<file path="config.mk">
export PLATFORM = sky130hd
export DESIGN_NAME = knn_list
export DESIGN_NICKNAME = d
export VERILOG_FILES = /design/src/rtl/knn_list.sv
export SDC_FILE = /design/constraint.sdc
export NUM_CORES = 1
export LEC_CHECK = 0
export ABC_AREA = 1
export BUFFER_PORTS_ARGS = -buffer_cell sky130_fd_sc_hd__buf_2
export CORE_UTILIZATION = 60
export DETAILED_ROUTE_END_ITERATION = 16
export PLACE_DENSITY = 0.79
export REMOVE_ABC_BUFFERS = 1
export SYNTH_ARGS = -nofsm -noshare
export SYNTH_HDL_FRONTEND = slang
export SYNTH_SLANG_ARGS = --single-unit
export TNS_END_PERCENT = 50
</file>
<file path="constraint.sdc">
create_clock -name clk -period 6.77 [get_ports clk]
set_input_delay 1.0155 -clock clk [delete_from_list [all_inputs] [get_ports clk]]
set_output_delay 1.0155 -clock clk [all_outputs]
set_load 0.05 [all_outputs]
</file>
<file path="src/rtl/knn_list.sv">
// Sorted K-nearest-neighbour list with single-cycle stable insertion.
// Define KNN_VOTE_EN to add the multi-cycle majority-vote FSM and its ports.
module knn_list #(
    parameter int DATA_W  = 32,
    parameter int NBR_KNN = 4,
    parameter int LABEL_W = 8,
    parameter int SEL_W   = $clog2(NBR_KNN),
    parameter int CNT_W   = $clog2(NBR_KNN + 1)
) (
    input  logic               clk,
    input  logic               rst,
    input  logic               clear,
    input  logic               valid,
    input  logic [DATA_W-1:0]  distance,
    input  logic [LABEL_W-1:0] label,
    input  logic [SEL_W-1:0]   sel,
    output logic [DATA_W-1:0]  knn_dist,
    output logic [LABEL_W-1:0] knn_label,
    output logic [CNT_W-1:0]   count
`ifdef KNN_VOTE_EN
    ,
    input  logic               finish,
    output logic               busy,
    output logic               vote_valid,
    output logic [LABEL_W-1:0] vote_label
`endif
);

    logic [DATA_W-1:0]  dist_q [NBR_KNN];
    logic [DATA_W-1:0]  dist_d [NBR_KNN];
    logic [LABEL_W-1:0] lab_q  [NBR_KNN];
    logic [LABEL_W-1:0] lab_d  [NBR_KNN];
    logic [NBR_KNN-1:0] vld_q, vld_d;
    logic [CNT_W-1:0]   count_q, count_d;
    logic [NBR_KNN-1:0] le;
    logic               accept;
    logic               vote_hold;

    // le[] is a prefix mask because the valid entries are sorted and contiguous;
    // the first clear bit is the insertion slot, and all-set means "discard".
    always_comb begin
        le = '0;
        for (int i = 0; i < NBR_KNN; i++) begin
            le[i] = vld_q[i] && (dist_q[i] <= distance);
        end
        accept  = valid && !clear && !vote_hold && !(&le);
        dist_d  = dist_q;
        lab_d   = lab_q;
        vld_d   = vld_q;
        count_d = count_q;
        if (accept) begin
            if (!le[0]) begin
                dist_d[0] = distance;
                lab_d[0]  = label;
                vld_d[0]  = 1'b1;
            end
            for (int i = 1; i < NBR_KNN; i++) begin
                if (!le[i]) begin
                    if (le[i-1]) begin
                        dist_d[i] = distance;
                        lab_d[i]  = label;
                        vld_d[i]  = 1'b1;
                    end else begin
                        dist_d[i] = dist_q[i-1];
                        lab_d[i]  = lab_q[i-1];
                        vld_d[i]  = vld_q[i-1];
                    end
                end
            end
            if (count_q != CNT_W'(NBR_KNN)) begin
                count_d = count_q + CNT_W'(1);
            end
        end
    end

    always_ff @(posedge clk or posedge rst) begin
        if (rst) begin
            for (int i = 0; i < NBR_KNN; i++) begin
                dist_q[i] <= '1;
                lab_q[i]  <= '0;
            end
            vld_q   <= '0;
            count_q <= '0;
        end else if (clear) begin
            for (int i = 0; i < NBR_KNN; i++) begin
                dist_q[i] <= '1;
                lab_q[i]  <= '0;
            end
            vld_q   <= '0;
            count_q <= '0;
        end else begin
            for (int i = 0; i < NBR_KNN; i++) begin
                dist_q[i] <= dist_d[i];
                lab_q[i]  <= lab_d[i];
            end
            vld_q   <= vld_d;
            count_q <= count_d;
        end
    end

    // Guarded read: sel past the occupancy returns the cleared values.
    always_comb begin
        knn_dist  = '1;
        knn_label = '0;
        if (CNT_W'(sel) < count_q) begin
            knn_dist  = dist_q[sel];
            knn_label = lab_q[sel];
        end
    end

    assign count = count_q;

`ifdef KNN_VOTE_EN
    typedef enum logic {S_IDLE, S_VOTE} state_t;

    state_t             state_q;
    logic [SEL_W-1:0]   idx_q;
    logic [CNT_W-1:0]   best_q;
    logic [CNT_W-1:0]   match_cnt;
    logic               busy_q, vote_valid_q;
    logic [LABEL_W-1:0] vote_label_q;

    always_comb begin
        match_cnt = '0;
        for (int j = 0; j < NBR_KNN; j++) begin
            if (vld_q[j] && (lab_q[j] == lab_q[idx_q])) begin
                match_cnt = match_cnt + CNT_W'(1);
            end
        end
    end

    // Strict '>' keeps the earliest (nearest) label on equal counts.
    always_ff @(posedge clk or posedge rst) begin
        if (rst) begin
            state_q      <= S_IDLE;
            idx_q        <= '0;
            best_q       <= '0;
            busy_q       <= 1'b0;
            vote_valid_q <= 1'b0;
            vote_label_q <= '0;
        end else if (clear) begin
            state_q      <= S_IDLE;
            busy_q       <= 1'b0;
            vote_valid_q <= 1'b0;
        end else begin
            case (state_q)
                S_IDLE: begin
                    if (finish) begin
                        state_q      <= S_VOTE;
                        idx_q        <= '0;
                        best_q       <= '0;
                        busy_q       <= 1'b1;
                        vote_valid_q <= 1'b0;
                        vote_label_q <= '0;
                    end
                end
                S_VOTE: begin
                    if (vld_q[idx_q] && (match_cnt > best_q)) begin
                        best_q       <= match_cnt;
                        vote_label_q <= lab_q[idx_q];
                    end
                    if (idx_q == SEL_W'(NBR_KNN - 1)) begin
                        state_q      <= S_IDLE;
                        busy_q       <= 1'b0;
                        vote_valid_q <= 1'b1;
                    end else begin
                        idx_q <= idx_q + SEL_W'(1);
                    end
                end
                default: state_q <= S_IDLE;
            endcase
        end
    end

    assign vote_hold  = (state_q == S_VOTE);
    assign busy       = busy_q;
    assign vote_valid = vote_valid_q;
    assign vote_label = vote_label_q;
`else
    assign vote_hold = 1'b0;
`endif

endmodule

</file>
=== After elaboration in Yosys (flattened, before gate mapping) ===
Index checks and enable logic that the tools add are counted.
Widths: inputs -> output; s select.

* Flip-flop bits (word level): 167
* Input port bits: 46
* Output and inout port bits: 43
* Logic and storage cells: 80

* Add/sub/neg operators: 1
* $lt $le $gt $ge: 6
* Equal/unequal tests: 5
* Muxes and demuxes: 38
* Bitwise logic cells: 1
* Reductions and logical operators: 16

{| class="wikitable"
|+ Operator list
! cell !! count
|-
| $mux 32 || 12
|-
| $mux 128 || 2
|-
| $le 32x32->1 || 4
|-
| $mux 8 || 10
|-
| $bmux 32 s2 || 1
|-
| $bmux 8 s2 || 1
|-
| $reduce_and 2->1 || 5
|-
| $mux 3 || 3
|-
| $mux 4 || 2
|-
| $ne 2x2->1 const B || 4
|-
| $mux 1 || 7
|-
| $logic_and 1x1->1 || 6
|-
| $reduce_and 4->1 || 1
|-
| $reduce_bool 2->1 || 2
|-
| $add 3x1->3 const B || 1
|-
| $ge 3x3->1 const B || 1
|-
| $lt 2x3->1 || 1
|-
| $ne 3x3->1 const B || 1
|-
| $not 2->3 || 1
|-
| $logic_not 1->1 || 2
|}

=== Depth between registers and ports, before layout ===
Gate-level depths: netlist of run 1.

* Depth in word-level cells: 7
* Depth in mapped cells: 23
* Gate-level depth less buffers: 21

=== Least setup slack after synthesis of run 1 ===
No wires, ideal clock.

* Path type: in2out
* Start: input sel[1]
* End: output knn_dist[10]
* Arrival: 2.498 ns
* Required time: 5.754 ns
* Setup slack: 3.257 ns
* Cell stages on the path: 6
* Path buffers: 1
* Cell sequence: ha_1 o21ai_0 a21oi_1 inv_1 clkbuf_1 nand3_1

* Word-level cells in the longest chain between the ends: 5
* Elaborated cells on any way between the ends: 6
* Classes of those cells: order compare: 1; mux: 4; bitwise: 1

{| class="wikitable"
|+ Ends and longest elaborated chain
! what !! RTL line !! RTL
|-
| start, declared || 16 || <nowiki>input logic [SEL_W-1:0] sel,</nowiki>
|-
| $not 2->3 (implied by the code) || 106 || <nowiki>knn_dist = dist_q[sel];</nowiki>
|-
| $bmux 32 s2 || 106 ||
|-
| $mux 32 (implied by the code) (2 in series) || 106 ||
|-
| $mux 32 * || 105 || <nowiki>if (CNT_W'(sel) < count_q) begin</nowiki>
|-
| end, declared || 17 || <nowiki>output logic [DATA_W-1:0] knn_dist,</nowiki>
|}

Every way passes the cells marked *; elsewhere a longest branch is shown, timed or not. The select of a mux whose other input is x is not followed.

=== Worst setup path after layout of run 1 ===
* Start: input distance[27]
* End: register dist_q[68] (netlist name)

* Word-level cells in the longest chain between the ends: 7
* Elaborated cells on any way between the ends: 18
* Classes of those cells: order compare: 4; eq/ne: 1; mux: 4; reduce/logical: 9

{| class="wikitable"
|+ Ends and longest elaborated chain
! what !! RTL line !! RTL
|-
| start, declared || 14 || <nowiki>input logic [DATA_W-1:0] distance,</nowiki>
|-
| $le 32x32->1 || 44 || <nowiki>le[i] = vld_q[i] && (dist_q[i] <= distance);</nowiki>
|-
| $logic_and 1x1->1 || 44 ||
|-
| $reduce_and 4->1 || 46 || <nowiki>accept = valid && !clear && !vote_hold && !(&le);</nowiki>
|-
| $logic_not 1->1 || 46 ||
|-
| $logic_and 1x1->1 || 46 ||
|-
| $reduce_bool 2->1 (no line) || n/a ||
|-
| $reduce_and 2->1 (no line) || n/a ||
|-
| end signal, assigned by index || 93 || <nowiki>dist_q[i] <= dist_d[i];</nowiki>
|-
| end, declared || 29 || <nowiki>logic [DATA_W-1:0] dist_q [NBR_KNN];</nowiki>
|}

Parallel ways exist; a longest one is shown, timed or not. The select of a mux whose other input is x is not followed.
A chain may end at the register's enable or synchronous reset.

==> out/qor.csv, run 1 <==
stage,metric,value,unit
synthesis,synth_xor_area_frac,0.000684,
clock_tree,cts.sink_count,167,
timing,rsz0062_at_grt,false,
grt,grtUsageTotal,0.361,
final_layout,fillers,1822,
grt,grt_pass1_wl,62.2,mm
synthesis,synth_top_family_by_area,simple AND/OR/NAND/NOR gates,
timing,fin_worst_skew,0.0142,ns
floorplanning,die_h,148,µm
worst_setup_path,worstPathRequired,7.14,ns
worst_setup_path,reg2reg_to,dist_q[68],
detailed_routing,drc,0,
detailed_routing,top_layer_used,met4,
timing,fin_crit_sh,0.664,
clock_tree,post_cts_resized,0,
timing,relSlewSlack,0.310,
detailed_routing,via_count,12698,
timing,slew_viol_final,0,
synthesis,syn-cell-area,0.0128,mm²
clock_tree,cts_setup_buffers,0,
grt,gr-total-overflow,0,
floorplanning,floorplan.die_area,0.0219,mm²
grt,grt_start_max_net_pins,86,
clock_tree,clockBufferDepth,2,
worst_setup_path,start_kind,input pin,
detailed_routing,wl_met1,16.4,mm
clock_tree,cts_hold_buf,0,
synthesis,synth_cell_types,33,
detailed_routing,dr.pass1.iters,6,
detailed_routing,via_per_inst,6.16,
clock_tree,clk_pin_slew,0.07,ns
clock_tree,cts_made_buffers,17,
detailed_routing,wl_met3,3.33,mm
final_layout,antenna_cells,0,
timing,min_period,4.49,ns
detailed_routing,drt_wl_total,38.5,mm
synthesis,syn_area_per_cell,7.24,µm²
worst_setup_path,worstPathMaxFanout,45,
timing,timing.fmax,223,MHz
clock_tree,htreeDepth,4,
final_layout,multi_input_area,0.00739,mm²
clock_tree,cts_tree,built,
synthesis,synthCells,1768,
placement,gp_congestion,0.899,
worst_hold_path,min_path_type,reg2reg,
power_and_ir_drop,p_total,3.50,mW
power_and_ir_drop,p_leak,6.89,nW
synthesis,synth_fa_ha_area_frac,0.128,
worst_setup_path,reg2reg_from,dist_q[91],
timing,worst_pin_slew,1.03,ns
timing,setup_tns,0,ns
worst_setup_path,cp-startpoint,distance[27],
floorplanning,pin_count,89,
detailed_routing,wire_per_inst,18.7,µm
detailed_routing,met2_length,17.4,mm
placement,port_buffers,88,
detailed_routing,drt_iter0_drc,1054,
final_layout,synthToLayoutAreaGrowth,8.02,%
timing,setup_viol,0,
clock_tree,clk_latency,0.44,ns
power_and_ir_drop,cellPowerDensity,253,mW/mm²
clock_tree,cts-root-buf,clkbuf_16,
final_layout,final_area,0.0138,mm²
grt,grt_antenna_before_repair,0,
worst_setup_path,crit_type,in2reg,
synthesis,synth_seq_area_share,0.339,
floorplanning,rows,53,
synthesis,synth-seq-cells,167,
floorplanning,die_x,148,µm
floorplanning,initial_core_util,0.611,
grt,grt_pass1_vias,12158,
floorplanning,core,0.0210,mm²
synthesis,synth-compound-area-share,0.193,
worst_setup_path,rr_worst_depth,15,
timing,hold_viol_final,0,
run_status,status,completed,
power_and_ir_drop,peakVddDrop,0.000173,V
job,drv_cap,0,
worst_setup_path,crit_path_end_kind,flop,
synthesis,yosysWarnings,0,
final_layout,drive_above_1_share,0.162,
placement,place_area,0.0132,mm²
detailed_routing,drtAntennaViolNets,0,
placement,dp_hpwl,24.4,mm
synthesis,yosys.area_share.simple,0.255,
final_layout,regArea,0.00434,mm²
final_layout,fin_nets,1952,
worst_setup_path,crit_end,dist_q[68],
synthesis,synth.area.mux_share,0,
worst_setup_path,arrival,4.86,ns
worst_setup_path,r2r_slack,2.71,ns
-- synthesized netlist by cell type --
cell type	n	area, µm²
buf_4	8	60.1
buf_2	26	130
nor3_1	5	25.0
a21o_1	2	15.0
or2_2	1	6.26
nor4_4	1	21.3
buf_1	10	37.5
nand3b_1	1	7.51
a21oi_1	119	596
nand2_4	2	22.5
nand4_1	45	282
o21ai_1	8	40.0
o22ai_1	1	6.26
o211ai_1	72	541
nand2_2	5	31.3
nor4_2	4	50.1
clkbuf_1	75	282
o21ai_2	1	8.76
nand3_2	1	10.0
o21ai_0	226	1130
ha_1	131	1640
o21bai_1	1	7.51
nor2_1	46	173
inv_1	152	571
nor2_2	3	18.8
nand3_4	1	17.5
dfstp_2	128	3360
o21a_1	8	60.1
nand3_1	167	836
xor2_1	1	8.76
a211oi_1	8	60.1
dfrtp_1	39	976
nand2_1	470	1760
-- layer usage --
layer | up-vias | global-route usage
met1 | 5933 | 0.482
li1 | 6034 | -
met5 | - | 0
met3 | 108 | 0.0623
met2 | 623 | 0.565
met4 | 0 | 0.179
-- worst min-delay path by stage --
stage	start	to	slack, ns	cells after the start
after floorplan	dist_q[32]	dist_q[32]	0.47	2
after global placement	dist_q[32]	dist_q[32]	0.48	2
after detailed placement	dist_q[32]	dist_q[32]	0.49	2
after CTS	dist_q[32]	dist_q[32]	0.50	2
after global routing	dist_q[32]	dist_q[32]	0.52	2
final	dist_q[32]	dist_q[32]	0.49	2
-- power by group --
group | internal, mW | total [mW] | switching (mW)
Clock | 0.528 | 0.989 | 0.461
Sequential | 1.21 | 1.35 | 0.136
Combinational | 0.364 | 1.16 | 0.800
Total | 2.11 | 3.50 | 1.40
-- sequential cells by signal (all words and copies together), names as in the netlist --
| signal | cells |
|---|---|
| count | 3 |
| dist_q | 128 |
| lab_q | 32 |
| vld_q | 4 |
-- critical path, cell delays in order --
cell	delay [ns]
buf_2	0.12
inv_1	0.12
ha_1	0.31
nand2_1	0.07
nor2_1	0.17
nand2_1	0.13
nor4_2	0.48
nand2_1	0.12
nand2_1	0.09
nand2_2	0.07
nand2_4	0.47
nor2_2	0.07
nand2_2	0.13
nand3_4	0.50
nand2_4	0.72
nand2_1	0.13
nand2_1	0.10
-- layout by cell type (no fill, tap or decap), types with 17 or more instances in the layout --
master	n
a21oi_1	119
buf_2	88
buf_4	19
clkbuf_16	17
dfrtp_1	39
dfstp_2	128
ha_1	131
inv_1	149
nand2_1	469
nand3_1	167
nand4_1	45
nor2_1	46
o211ai_1	72
o21ai_0	226
-- through the flow --
stage          utilization  hold slack, ns  cells  setup slack, ns
5_1_grt              0.660           0.518   2063             2.03
3_3_place_gp         0.632           0.482   2031             2.12
4_1_cts              0.660           0.498   2063             2.37
3_5_place_dp         0.632           0.487   2031             1.99
2_1_floorplan            -           0.470   1649             1.45
6_report             0.660           0.494   2063             2.28
-- cell type report --
class,count,area share
flip-flops and latches,167,0.314
inverters,152,0.0418
multi-input cells,1330,0.535
clock buffers,18,0.0318
repair buffers,107,0.0422
well taps,275,0.0249
clock inverters,14,0.0106
-- logic make-up (layout without fill, tap and decap cells) --
group	Yosys count	count (layout)
flip-flops	167	167
AO/OA/AOI/OAI	446	446
XOR/XNOR	1	1
buffers and inverters	271	291
AND/OR/NAND/NOR	752	752
adder cells (fa/ha/maj)	131	131
No activity file was read; power rests on OpenSTA's default activity.
==> run 2: changes to the inputs <==
Settings changed: CORE_UTILIZATION 60 to 56, PLACE_DENSITY 0.79 to 0.78.
Clock period 6.77 ns to 3.7 ns, I/O delays scaled along.
==> run 2 against run 1 <==
Net effect:
- setup slack got worse by 2.1 ns
- total power increased by 83%
- die area grew 7.0%
- final cell count is 1.3% higher
- via count is 0.78% higher
- critical path depth down 9
- final area rose by 1.6%
- flip-flop and latch count unchanged
==> out/qor.csv, run 2 (synthesis gave the netlist of run 1 again) <==
stage,metric,value,unit,change
timing,min_period,3.52,ns,
timing,setup_viol,0,,unchanged
clock_tree,cts_tree,built,,
run_status,status,completed,,
placement,place_area,0.0135,mm²,+1.6%
timing,fin_crit_sh,0.951,,
detailed_routing,drt_iter0_drc,1323,,+26%
timing,setup_tns,0,ns,unchanged
timing,timing.fmax,284,MHz,
floorplanning,die_h,153,µm,+3.5%
worst_setup_path,reg2reg_from,dist_q[95],,
final_layout,final_common_cell,nand2_1,,
placement,port_buffers,88,,unchanged
grt,grtUsageTotal,0.341,,-0.0206
detailed_routing,drc,0,,unchanged
power_and_ir_drop,cellPowerDensity,457,mW/mm²,+80%
worst_hold_path,min_path_type,in2async,,
final_layout,final_cell_mix,"nand2_1 (469), o21ai_0 (226), nand3_1 (167)",,
worst_setup_path,crit_type,reg2out,,
grt,grt_pass1_wl,63.5,mm,+2.1%
grt,grt_antenna_before_repair,1,,+1
floorplanning,core,0.0221,mm²,+5.4%
worst_setup_path,rr_worst_depth,14,,-1
final_layout,regMostFlops,dist_q,,
timing,fin_worst_skew,0.0143,ns,+0.0000832 ns
final_layout,largest_reg_flops,128,,unchanged
final_layout,synthToLayoutAreaGrowth,9.70,%,
worst_setup_path,r2r_slack,0.68,ns,-2.03 ns
timing,slew_viol_final,0,,unchanged
worst_setup_path,arrival,2.96,ns,-1.90 ns
power_and_ir_drop,p_total,6.42,mW,+83%
final_layout,fin_nets,1973,,+1.1%
clock_tree,cts.sink_count,167,,unchanged
clock_tree,clk_latency,0.45,ns,about the same
worst_setup_path,worstPathRequired,3.14,ns,-4.00 ns
clock_tree,cts-root-buf,clkbuf_16,,
clock_tree,htreeDepth,4,,unchanged
placement,gp_congestion,0.912,,+1.4%
job,drv_cap,0,,unchanged
floorplanning,die_x,153,µm,+3.5%
timing,rsz0062_at_grt,false,,
power_and_ir_drop,p_leak,7.01,nW,+1.7%
worst_setup_path,crit_end,knn_dist[1],,
detailed_routing,via_per_inst,6.12,,-0.52%
detailed_routing,drt_wl_total,38.8,mm,+0.70%
power_and_ir_drop,peakVddDrop,0.000260,V,+51%
worst_setup_path,reg2reg_to,dist_q[65],,
worst_setup_path,cp-startpoint,count[1],,
detailed_routing,drtAntennaViolNets,0,,unchanged
detailed_routing,dr.pass1.iters,5,,-1
worst_setup_path,worstPathMaxFanout,14,,-69%
placement,dp_hpwl,25.7,mm,+5.6%
worst_setup_path,crit_path_end_kind,output pin,,
detailed_routing,wire_per_inst,18.5,µm,-0.60%
grt,grt_pass1_vias,12334,,+1.4%
grt,gr-total-overflow,0,,unchanged
final_layout,drive_above_1_share,0.172,,+0.0103
floorplanning,rows,54,,+1.9%
detailed_routing,via_count,12797,,+0.78%
final_layout,final_area,0.0140,mm²,+1.6%
timing,worst_pin_slew,1.08,ns,+0.0493 ns
clock_tree,clk_pin_slew,0.07,ns,about the same
timing,relSlewSlack,0.280,,-0.0303
worst_setup_path,start_kind,flop,,
floorplanning,floorplan.die_area,0.0235,mm²,+7.0%
grt,grt_start_max_net_pins,84,,-2.3%
clock_tree,clockBufferDepth,2,,unchanged
final_layout,top_regs,"dist_q (128), lab_q (32), vld_q (4)",,
floorplanning,pin_count,89,,unchanged
timing,hold_viol_final,0,,unchanged
floorplanning,initial_core_util,0.579,,-0.0315
clock_tree,cts_made_buffers,17,,unchanged
[run 2: cell types whose count changed in the layout (fill, tap and decap cells not counted), sizes merged]
cell	previous run	this run
inv	156	159
bufinv	1	0
clkbuf	18	17
clkinv	7	6
diode	0	1
buf	107	128
[run 2: worst min-delay path by stage]
| stage | start | end | slack, ns | cells after the start |
|---|---|---|---|---|
| final | rst | lab_q[23] | 0.28 | 2 |
| after floorplan | dist_q[32] | dist_q[32] | 0.47 | 2 |
| after global routing | rst | lab_q[23] | 0.33 | 2 |
| after detailed placement | dist_q[64] | dist_q[64] | 0.49 | 2 |
| after global placement | dist_q[32] | dist_q[32] | 0.48 | 2 |
| after CTS | rst | lab_q[18] | 0.27 | 2 |
[run 2: cell type report]
cell class                      count  area, µm²
Antenna cell                        1       2.50
Clock buffer                       17        425
Clock inverter                     15        155
Fill cell                        1948       8060
Inverter                          152        578
Multi-Input combinational cell   1330       7400
Sequential cell                   167       4340
Tap cell                          280        350
Timing Repair Buffer              128        791
[run 2: worst max-delay path, stage by stage, from the launching register on]
cell     delay, ns
dfrtp_1       0.39
inv_1         0.09
ha_1          0.27
o21ai_0       0.09
a21oi_2       0.49
inv_1         0.47
buf_4         0.34
nand3_1       0.09
buf_2         0.26
[run 2: per-stage QoR]
stage	setup WS, ns	util	std cells	hold slack, ns
final	0.183	0.635	2090	0.278
after global routing	0.102	0.635	2089	0.330
after CTS	0.230	0.635	2089	0.273
after detailed placement	0.0775	0.609	2057	0.489
after global placement	0.0975	0.609	2057	0.481
after floorplan	-1.16	-	1649	0.470
[run 2: report_power, final]
group | internal, mW | switching, mW
Sequential | 2.22 | 0.223
Combinational | 0.695 | 1.48
Clock | 0.901 | 0.898
[run 2: what timing repair did]
item,4_1_cts,5_1_grt
hold buffers,0,0
gates resized for setup,1,0
setup endpoints to repair,21,0
setup buffers,0,0
[run 2: layer usage]
metal | wire [µm] | GRT usage | vias to the layer above
met3 | 3790 | 0.0530 | 89
met2 | 17700 | 0.546 | 667
met4 | 1060 | 0.138 | 0
met1 | 16200 | 0.460 | 5950
li1 | - | - | 6091
met5 | 0 | 0 | -
